`src/rtl/parallel_to_serial.sv`:
```
// Parallel word to 1-bit serial stream with a one-word hold buffer for bubble-free output.
// Optional macro PARALLEL_TO_SERIAL_MSB_FIRST_EN selects MSB-first order (default LSB-first).
module parallel_to_serial #(
  parameter int IN_WIDTH = 8
) (
  input  logic                clk,
  input  logic                aresetn,
  input  logic                s_valid,
  output logic                s_ready,
  input  logic [IN_WIDTH-1:0] s_data,
  output logic                m_valid,
  input  logic                m_ready,
  output logic                m_data,
  output logic                m_last
);

  localparam int CNT_W = $clog2(IN_WIDTH);
  localparam logic [CNT_W-1:0] CNT_LAST = CNT_W'(IN_WIDTH - 1);

  logic [IN_WIDTH-1:0] shift_ff;
  logic [IN_WIDTH-1:0] shift_next;
  logic [IN_WIDTH-1:0] shifted;
  logic [CNT_W-1:0]    cnt;
  logic [CNT_W-1:0]    cnt_next;
  logic                busy;
  logic                busy_next;
  logic [IN_WIDTH-1:0] hold_ff;
  logic [IN_WIDTH-1:0] hold_next;
  logic                hold_valid;
  logic                hold_valid_next;

  logic accept;
  logic bit_hs;
  logic at_last;
  logic word_end;

  assign s_ready  = ~hold_valid;
  assign m_valid  = busy;
  assign at_last  = (cnt == CNT_LAST);
  assign m_last   = busy & at_last;
  assign accept   = s_valid & s_ready;
  assign bit_hs   = busy & m_ready;
  assign word_end = bit_hs & at_last;

`ifdef PARALLEL_TO_SERIAL_MSB_FIRST_EN
  assign m_data  = shift_ff[IN_WIDTH-1];
  assign shifted = {shift_ff[IN_WIDTH-2:0], 1'b0};
`else
  assign m_data  = shift_ff[0];
  assign shifted = {1'b0, shift_ff[IN_WIDTH-1:1]};
`endif

  always_comb begin
    shift_next      = shift_ff;
    cnt_next        = cnt;
    busy_next       = busy;
    hold_next       = hold_ff;
    hold_valid_next = hold_valid;

    if (word_end) begin
      // Held word has priority; a new accept cannot coincide since s_ready is low.
      if (hold_valid) begin
        shift_next      = hold_ff;
        hold_valid_next = 1'b0;
        cnt_next        = '0;
        busy_next       = 1'b1;
      end else if (accept) begin
        shift_next = s_data;
        cnt_next   = '0;
        busy_next  = 1'b1;
      end else begin
        // Clear so an idle output reads 0 rather than a stale bit.
        shift_next = '0;
        cnt_next   = '0;
        busy_next  = 1'b0;
      end
    end else begin
      if (bit_hs) begin
        shift_next = shifted;
        cnt_next   = cnt + CNT_W'(1);
      end
      if (accept) begin
        if (!busy) begin
          shift_next = s_data;
          cnt_next   = '0;
          busy_next  = 1'b1;
        end else begin
          hold_next       = s_data;
          hold_valid_next = 1'b1;
        end
      end
    end
  end

  always_ff @(posedge clk or negedge aresetn) begin
    if (!aresetn) begin
      shift_ff   <= '0;
      cnt        <= '0;
      busy       <= 1'b0;
      hold_ff    <= '0;
      hold_valid <= 1'b0;
    end else begin
      shift_ff   <= shift_next;
      cnt        <= cnt_next;
      busy       <= busy_next;
      hold_ff    <= hold_next;
      hold_valid <= hold_valid_next;
    end
  end

endmodule

```
`config.mk`:
```
export PLATFORM = sky130hd
export DESIGN_NAME = parallel_to_serial
export DESIGN_NICKNAME = d
export VERILOG_FILES = /design/src/rtl/parallel_to_serial.sv
export SDC_FILE = /design/constraint.sdc
export NUM_CORES = 1
export LEC_CHECK = 0
export BUFFER_PORTS_ARGS = -buffer_cell sky130_fd_sc_hd__buf_2
export CELL_PAD_IN_SITES_DETAIL_PLACEMENT = 0
export CELL_PAD_IN_SITES_GLOBAL_PLACEMENT = 2
export CORE_ASPECT_RATIO = 1.1
export CORE_MARGIN = 2
export CORE_UTILIZATION = 36
export CTS_CLUSTER_DIAMETER = 30
export DETAILED_ROUTE_END_ITERATION = 7
export GPL_ROUTABILITY_DRIVEN = 0
export PLACE_DENSITY_LB_ADDON = 0.1
export SLEW_MARGIN = 10
export SYNTH_ARGS = -nofsm -noshare
export SYNTH_HDL_FRONTEND = slang
export SYNTH_SLANG_ARGS = --single-unit
export TNS_END_PERCENT = 30
```
`constraint.sdc`:
```
create_clock -name clk -period 2.26 [get_ports clk]
set_input_delay 0.452 -clock clk [delete_from_list [all_inputs] [get_ports clk]]
set_output_delay 0.452 -clock clk [all_outputs]
set_load 0.02 [all_outputs]
```
==> impl_metrics.ini <==
[die]
start_util_pct = 37.27
coreArea_sq_mm = 0.003303
fp.dieH_um = 65.34
io_pins = 16
die_area_sq_mm = 0.003904
rows = 22
fp.dieW_um = 59.76

[yosys]
syn-num-nets = 128
netlist_area_sq_mm = 0.001231
synthArstFlopShare_pct = 100.0
synth-edff-count = 0
synth.distinct_cells = 28
netlist_instances = 114
ys.flop_type = dfrtp_1
ys_ff_latch = 21
yosysSeqAreaShare_pct = 42.68
synth-warning-count = 0
synth.avg_cell_area_sq_um = 10.80

[grt]
grt_pass1_wl_um = 4505
antenna_found_initial = 0
grt_use_total_pct = 15.30
gr-total-overflow = 0
grt_max_degree = 25
grt_pass1_vias = 929

[cts]
cts_htree_levels = 1
clkSlewWorstSetupHoldPaths_ns = 0.12
worstSkewPairLatency_ns = 0.30
cts_buffers = 3
holdBufCountCts = 0
cts_root_buffer = clkbuf_4
cts_resized = 0
cts_tree = built
clock_sink_count = 21
cts.path.max_buffers = 2
cts_setup_buffers = 0

[timing]
setup_violations = 0
maxSlewHeadroom_pct = 65.31
fmax_mhz = 465.6
skew_ns = 0.007892
grt_setup_unrepaired = no
slew_viol_final = 0
fin_ws_ns = 0.1124
fin_crit_sh_pct = 95.03
post-route-min-period_ns = 2.148
whs_ns = 0.09043
hold_violations = 0
tightest_slew_ns = 0.5203
setup_tns_ns = 0

[routing]
vias = 911
route.detailed.drc = 0
drt_wl_total_um = 2663
first_pass_iters = 4
via_per_inst = 5.623
postRouteAntennaNets = 0
wl_per_cell_um = 16.44
drtIter0Drc = 25

[power]
peakVddDrop_v = 0.0004468
total_power_mw = 1.373
p_per_area_mw_per_mm2 = 1020
power_leakage_nw = 0.6636

[place]
dp_worst_setup_slack_ns = 0.4074
placed_area_sq_mm = 0.001319
io_buffers = 15
dpl.hpwl_um = 1769
dp_cells = 158

[cells_and_area]
fillers = 334
layout_commonest_cell = dfrtp_1
design_area_sq_mm = 0.001346
layout_common_cells = dfrtp_1, buf_2, mux2i_1, o21ai_0, nor2b_1
synthToLayoutAreaGrowth_pct = 9.349
multi_input_comb_area_sq_um = 643.1
utilization_pct = 40.76
fin_cells = 162
final_nets = 141
ff_latch_area_sq_um = 525.5
diodes = 0
drive_gt1_share_pct = 26.19

[setup_path]
end_kind = primary output
required_ns = 1.81
cp-start-kind = register
cp_max_fo = 14
r2r_slack_ns = 0.41
critical_path_class = reg -> out
r2r-end = shift_ff[2]
r2r-start = cnt[0]
arrival_ns = 1.70
r2r_cells = 6

[outcome]
outcome = finished, final reports clean

[run]
maxCapViolCount = 0

[hold_path]
min_path_type = in -> async
[worst max-delay path, cell delays in order, from the launching register on]
cell and delay [ns]:
dfrtp_1 0.40, ha_1 0.16, ha_1 0.48, and2_1 0.20
buf_2 0.16
[worst max-delay path by stage]
stage | startpoint | end | slack, ns | cells after the start
3_5_place_dp | cnt[0] | shift_ff[2] | 0.41 | 6
4_1_cts | cnt[0] | m_last | 0.08 | 4
2_1_floorplan | cnt[0] | m_last | 0.51 | 5
6_report | cnt[0] | m_last | 0.11 | 4
5_1_grt | cnt[0] | m_last | 0.002 | 4
3_3_place_gp | cnt[0] | shift_ff[6] | 0.43 | 5
[registers in the layout, indices dropped and copies added, names as in the netlist]
| register | count |
|---|---|
| shift_ff | 8 |
| hold_valid | 1 |
| hold_ff | 8 |
| m_valid | 1 |
| cnt | 3 |
[layout make-up]
| type | count | share of cell area (%) |
|---|---|---|
| Clock buffer | 3 | 1.673 |
| Clock inverter | 1 | 0.3717 |
| Inverter | 2 | 0.5576 |
| Multi-Input combinational cell | 81 | 47.77 |
| Sequential cell | 21 | 39.03 |
| Tap cell | 36 | 3.346 |
| Timing Repair Buffer | 18 | 7.249 |
[routing by layer]
metal,GRT usage (%),up-vias,wire (um)
met5,0,-,0
met4,5.278,0,20
met3,1.772,2,67
met2,24.32,12,1248
met1,21.27,446,1327
li1,-,451,-
[where the power goes]
part           leakage [nW]  internal, mW  total [mW]  switching [mW]
logic                 0.383         0.281       0.554           0.273
clock network        0.0177        0.0659       0.181           0.115
registers             0.263         0.524       0.638           0.114
total                 0.664         0.871        1.37           0.502
[logic make-up (layout without fill, tap and decap cells)]
kind of cell               count (synthesis)  count (layout)  share of synthesized area (%)
AOI/OAI and AO/OA                         31              31                          17.78
adders and majority gates                  2               2                          2.032
buffers and inverters                     12              24                          5.081
DFF                                       21              21                          42.68
muxes                                     18              18                          15.45
and+or+nand+nor                           30              30                          16.97
[cell usage after synthesis (2+ instances only)]
library cell  count  area, sq um
clkbuf_1          3        11.26
o211ai_1          6        45.04
mux2_2            8        90.09
and4b_1           2        20.02
ha_1              2        25.02
o21ai_0           9        45.04
inv_1             2        7.510
mux2i_1          10        100.1
buf_2             4        20.02
nor2b_1           9        56.30
dfrtp_1          21        525.5
a32oi_1           6        52.55
nand2_1           8        30.03
and3b_1           6        52.55
a21oi_1           4        20.02
a31oi_1           2        12.51
(Power assumes the default switching activity.)
